## src/rtl/fetch_stage.sv

```systemverilog
// LEGv8 instruction-fetch stage: owns the PC, keeps one request outstanding to a
// variable-latency imem, and feeds IF/ID with a one-entry skid buffer for decode stalls.
// Optional fetch counter port and logic are enabled by defining FETCH_PERFCNT_EN.
module fetch_stage #(
  parameter int           N        = 64,
  parameter logic [N-1:0] PC_RESET = '0
) (
  input  logic         clk,
  input  logic         reset,
  input  logic         PCSrc,
  input  logic [N-1:0] PCBranch,
  input  logic         stall,
  output logic         imem_req,
  output logic [N-1:0] imem_addr,
  input  logic         imem_ready,
  input  logic [31:0]  imem_rdata,
  output logic [31:0]  instr_D,
  output logic [N-1:0] pc_D,
  output logic         valid_D,
  output logic [10:0]  Op_D
`ifdef FETCH_PERFCNT_EN
  ,
  output logic [31:0]  fetch_count
`endif
);

  typedef enum logic [1:0] {RUN, HOLD, DROP} state_t;

  state_t         state_reg, state_next;
  logic [N-1:0]   pc_reg, pc_next;
  logic [31:0]    instr_reg, instr_next;
  logic [N-1:0]   pcd_reg, pcd_next;
  logic           valid_reg, valid_next;
  logic [31:0]    skid_instr_reg, skid_instr_next;
  logic [N-1:0]   skid_pc_reg, skid_pc_next;
  logic [N-1:0]   stale_reg, stale_next;
  logic           load_valid;

  logic [N-1:0]   target;
  logic [N-1:0]   pc_inc;

  // Masking keeps every PCBranch bit in the expression while forcing word alignment.
  assign target = PCBranch & ~N'(3);
  assign pc_inc = pc_reg + N'(4);

  always_comb begin
    state_next      = state_reg;
    pc_next         = pc_reg;
    instr_next      = instr_reg;
    pcd_next        = pcd_reg;
    valid_next      = valid_reg;
    skid_instr_next = skid_instr_reg;
    skid_pc_next    = skid_pc_reg;
    stale_next      = stale_reg;
    load_valid      = 1'b0;
    imem_req        = 1'b0;
    imem_addr       = pc_reg;

    case (state_reg)
      RUN: begin
        imem_req = 1'b1;
        if (PCSrc) begin
          valid_next = 1'b0;
          pc_next    = target;
          // An unanswered request must still be drained at its original address.
          if (!imem_ready) begin
            stale_next = pc_reg;
            state_next = DROP;
          end
        end else if (imem_ready) begin
          pc_next = pc_inc;
          if (!stall || !valid_reg) begin
            instr_next = imem_rdata;
            pcd_next   = pc_reg;
            valid_next = 1'b1;
            load_valid = 1'b1;
          end else begin
            skid_instr_next = imem_rdata;
            skid_pc_next    = pc_reg;
            state_next      = HOLD;
          end
        end else if (!stall) begin
          valid_next = 1'b0;
        end
      end

      HOLD: begin
        if (PCSrc) begin
          valid_next = 1'b0;
          pc_next    = target;
          state_next = RUN;
        end else if (!stall) begin
          instr_next = skid_instr_reg;
          pcd_next   = skid_pc_reg;
          valid_next = 1'b1;
          load_valid = 1'b1;
          state_next = RUN;
        end
      end

      DROP: begin
        imem_req  = 1'b1;
        imem_addr = stale_reg;
        if (PCSrc) begin
          valid_next = 1'b0;
          pc_next    = target;
        end
        if (imem_ready) begin
          state_next = RUN;
        end
      end

      default: begin
        state_next = RUN;
      end
    endcase

    if (reset) begin
      imem_req = 1'b0;
    end
  end

  always_ff @(posedge clk or posedge reset) begin
    if (reset) begin
      state_reg      <= RUN;
      pc_reg         <= PC_RESET;
      instr_reg      <= '0;
      pcd_reg        <= '0;
      valid_reg      <= 1'b0;
      skid_instr_reg <= '0;
      skid_pc_reg    <= '0;
      stale_reg      <= '0;
    end else begin
      state_reg      <= state_next;
      pc_reg         <= pc_next;
      instr_reg      <= instr_next;
      pcd_reg        <= pcd_next;
      valid_reg      <= valid_next;
      skid_instr_reg <= skid_instr_next;
      skid_pc_reg    <= skid_pc_next;
      stale_reg      <= stale_next;
    end
  end

  assign instr_D = instr_reg;
  assign pc_D    = pcd_reg;
  assign valid_D = valid_reg;
  assign Op_D    = instr_reg[31:21];

`ifdef FETCH_PERFCNT_EN
  logic [31:0] count_reg;

  always_ff @(posedge clk or posedge reset) begin
    if (reset) begin
      count_reg <= '0;
    end else if (load_valid) begin
      count_reg <= count_reg + 32'd1;
    end
  end

  assign fetch_count = count_reg;
`endif

endmodule
```

## config.mk

```make
export PLATFORM = sky130hd
export DESIGN_NAME = fetch_stage
export DESIGN_NICKNAME = d
export VERILOG_FILES = /design/src/rtl/fetch_stage.sv
export SDC_FILE = /design/constraint.sdc
export NUM_CORES = 1
export LEC_CHECK = 0
export ABC_AREA = 1
export BUFFER_PORTS_ARGS = -buffer_cell sky130_fd_sc_hd__buf_4
export CAP_MARGIN = 10
export CORE_MARGIN = 3
export CORE_UTILIZATION = 50
export CTS_CLUSTER_DIAMETER = 50
export DETAILED_ROUTE_END_ITERATION = 8
export PLACE_DENSITY = 0.83
export SETUP_SLACK_MARGIN = 0.3
export SLEW_MARGIN = 5
export SYNTH_ARGS = -nofsm -noshare
export SYNTH_HDL_FRONTEND = slang
export SYNTH_SLANG_ARGS = --single-unit
```

## constraint.sdc

```tcl
create_clock -name clk -period 16.8 [get_ports clk]
set_input_delay 0.84 -clock clk [delete_from_list [all_inputs] [get_ports clk]]
set_output_delay 0.84 -clock clk [all_outputs]
set_load 0.02 [all_outputs]
```

==> metrics.txt <==
hold_buf cts 0; final worst path period need 3.79 ns; slowest CP cell buf_4; critical path class reg -> out; Switching Fraction 45.6%; Vias/cell 5.48; die width 184 um; IO buf count 267; worst vdd ir 0.0901 mV; Synth Area in Compound Gates 17.0%; Worst Setup EP imem_addr[29]; CTS tree yes; Int Power 2.37 mW; setup tns final 0 ns; DR pass1 iterations 6; status complete, no violations; post_cts resized 0; # diodes 0; via count 15,100; Core Area 30,800 sq um; area share of and/or/nand/nor cells after synthesis 24.8%; clock skew 0.0126 ns; DP Area 17,800 sq um; post-synthesis adder-cell area fraction 0.397%; power density of the placed cells 227 nW/um^2; initial core utilization 51.1%; Netlist Area Pre-Place 15,800 sq um; cells along the critical path inv_1 > ha_4 > buf_4 > o21ai_0 > buf_4; Area Overhead vs Synth 21.8%; average size of a mapped cell 7.36 sq um; gate count of the mapped netlist 2,141; DRC 0; largest net degree at the start of global routing 183; Iter 0 DRT Violations 1,541; pre-CTS setup slack 13.59 ns; Seq pwr share 32.2%; post-synth top area share 50.0%; main combinational cell family by area after synthesis simple AND/OR/NAND/NOR gates; vias in the first global route 13,900; mux share of post-synthesis cell area 0%; combinational fraction of design power 47.8%; number of buffers created by CTS 39; total gr overflow 0; Pins Over Slew Limit 0; CP arrival 2.95 ns; most frequent cells in the layout nand2_1 (540), nor2_1 (376), dfrtp_1 (315); commonest non-fill, non-tap cell in the layout nand2_1; Worst slew margin 16.5%; reg2reg setup slack 13.59 ns; Max Clock Freq 264 MHz; leakage 9.26 nW; RR Startpoint state_reg[0]; max-cap viol count 0; Post-DRT Antenna Nets 0; XOR/XNOR Fraction of Synth Area 0.167%; Worst path max stage delay 0.59 ns; post-synthesis sequential area ratio 50.0%; design area 19,200 sq um; Post-CTS Setup Repair Bufs 0; first-pass GRT wire length 74,900 um; crit path max fanout 66; area of the multi-input gates 6740 sq um; GP Congestion 1.00; H-tree Lvls 2; Bufs on Longest Clock Path 3; setup ws final 13.01 ns; r2r endpoint pc_reg[19]; CP Capture Type output port; most frequent CP cell buf_4; row count 64; Tcrit/Tclk final 22.6%; Clock Power Share 20.0%; initial antenna violation count 0; Die Y 184 um; per-cell routed wire length 17.4 um; Die ar. 33,700 sq um; Area contributors post-synth dfrtp_1 (50%), nand2_1 (13%), nor2_1 (9.0%), o21ai_0 (8.7%), a21oi_1 (6.8%); Reg area 7880 sq um; Ys Warns 0; hpwl dp 33,400 um; Min-Delay Path Class reg -> reg; Worst Setup Start Kind register; count of final hold-check violations 0; Worst R2R Path Depth 12; # fillers 2,704; root buffer cell clkbuf_16; critical path required time 15.96 ns; post-synthesis register bit count 315; CP startpoint state_reg[0]; final wirelength 48,000 um; # clock sinks 315; final setup vio count 0; Worst-path clk slew 0.06 ns; Clock Latency Late Sink 0.51 ns; hold slack 0.482 ns; fraction of layout cells with a size suffix above 1 15.3%; IO Pins 274; Yosys cell types 28; Final nets 2,440; area leader, netlist dfrtp_1; NetSw 1.99 mW; RSZ-0062 raised after global routing false; Tightest Pin Transition 1.25 ns; WHS Path Cells 2; total routing usage reported by global routing 27.8%
per-layer routing:
| metal | share of wire [%] | track usage, % | wire length, um | vias up |
|---|---|---|---|---|
| li1 | - | - | - | 7253 |
| met1 | 43 | 39.7 | 20700 | 7107 |
| met2 | 46 | 43.8 | 22000 | 663 |
| met3 | 8.1 | 4.75 | 3900 | 82 |
| met4 | 2.9 | 8.26 | 1380 | 0 |
| met5 | 0 | 0 | 0 | - |
cell usage after synthesis:
cell         n
nand3_2      1
clkbuf_1    67
nor2_2       2
nor2_1     376
a31oi_1      3
conb_1       1
buf_1        8
nand2_2      2
a21oi_1    214
a22oi_1      8
inv_1      159
o22ai_1     12
buf_4       15
nor3_1       2
xor2_1       3
nand3_1     60
nand2_1    541
buf_2       39
o21ai_1     13
o21ai_0    273
ha_1         5
nor2_4       3
inv_2        4
nand4_1     12
o31ai_1      1
dfrtp_1    315
nor3_4       1
o2111ai_1    1
layout make-up:
| class | instances | area share, % |
|---|---|---|
| Clock buffer | 46 | 5.43 |
| Inverter | 163 | 3.23 |
| Multi-Input combinational cell | 1537 | 35.1 |
| Timing Repair Buffer | 278 | 11.0 |
| Sequential cell | 315 | 41.1 |
| Tap cell | 396 | 2.58 |
| Clock inverter | 22 | 1.54 |
how the worst min path moves through the flow:
| stage | start | end | slack [ns] |
|---|---|---|---|
| 3_3_place_gp | stale_reg[61] | stale_reg[61] | 0.47 |
| 3_5_place_dp | stale_reg[51] | stale_reg[51] | 0.47 |
| 6_report | stale_reg[21] | stale_reg[21] | 0.48 |
| 5_1_grt | skid_instr_reg[31] | skid_instr_reg[31] | 0.51 |
| 4_1_cts | stale_reg[12] | stale_reg[12] | 0.49 |
| 2_1_floorplan | stale_reg[33] | stale_reg[33] | 0.45 |
power by group through the flow:
stage,combinational (mW),clock (mW),sequential (mW)
floorplan,1.23,0,1.47
global placement,2.01,0,1.39
detailed placement,2.06,0,1.41
CTS,2.08,0.884,1.40
global route,2.31,0.918,1.45
finish,2.09,0.872,1.41
through the flow:
step	power (mW)	std cells	utilization, %
CTS	4.36	2756	62.2
detailed placement	3.47	2688	57.8
global route	4.67	2757	62.3
global placement	3.40	2688	57.8
floorplan	2.70	2144	-
finish	4.37	2757	62.3
logic make-up after synthesis:
group	after synthesis
AO/OA/AOI/OAI	525
buffers and inverters	292
XOR/XNOR	3
other	1
AND/OR/NAND/NOR	1000
flip-flops	315
adder cells (fa/ha/maj)	5
worst max-delay path, delay by kind of cell (launching register included):
| kind | cells | cell delay (ns) |
|---|---|---|
| fa+ha+maj | 1 | 0.56 |
| buf+inv | 3 | 1.01 |
| flops | 1 | 0.43 |
| compound gates | 1 | 0.38 |
(Power assumes the default switching activity.)
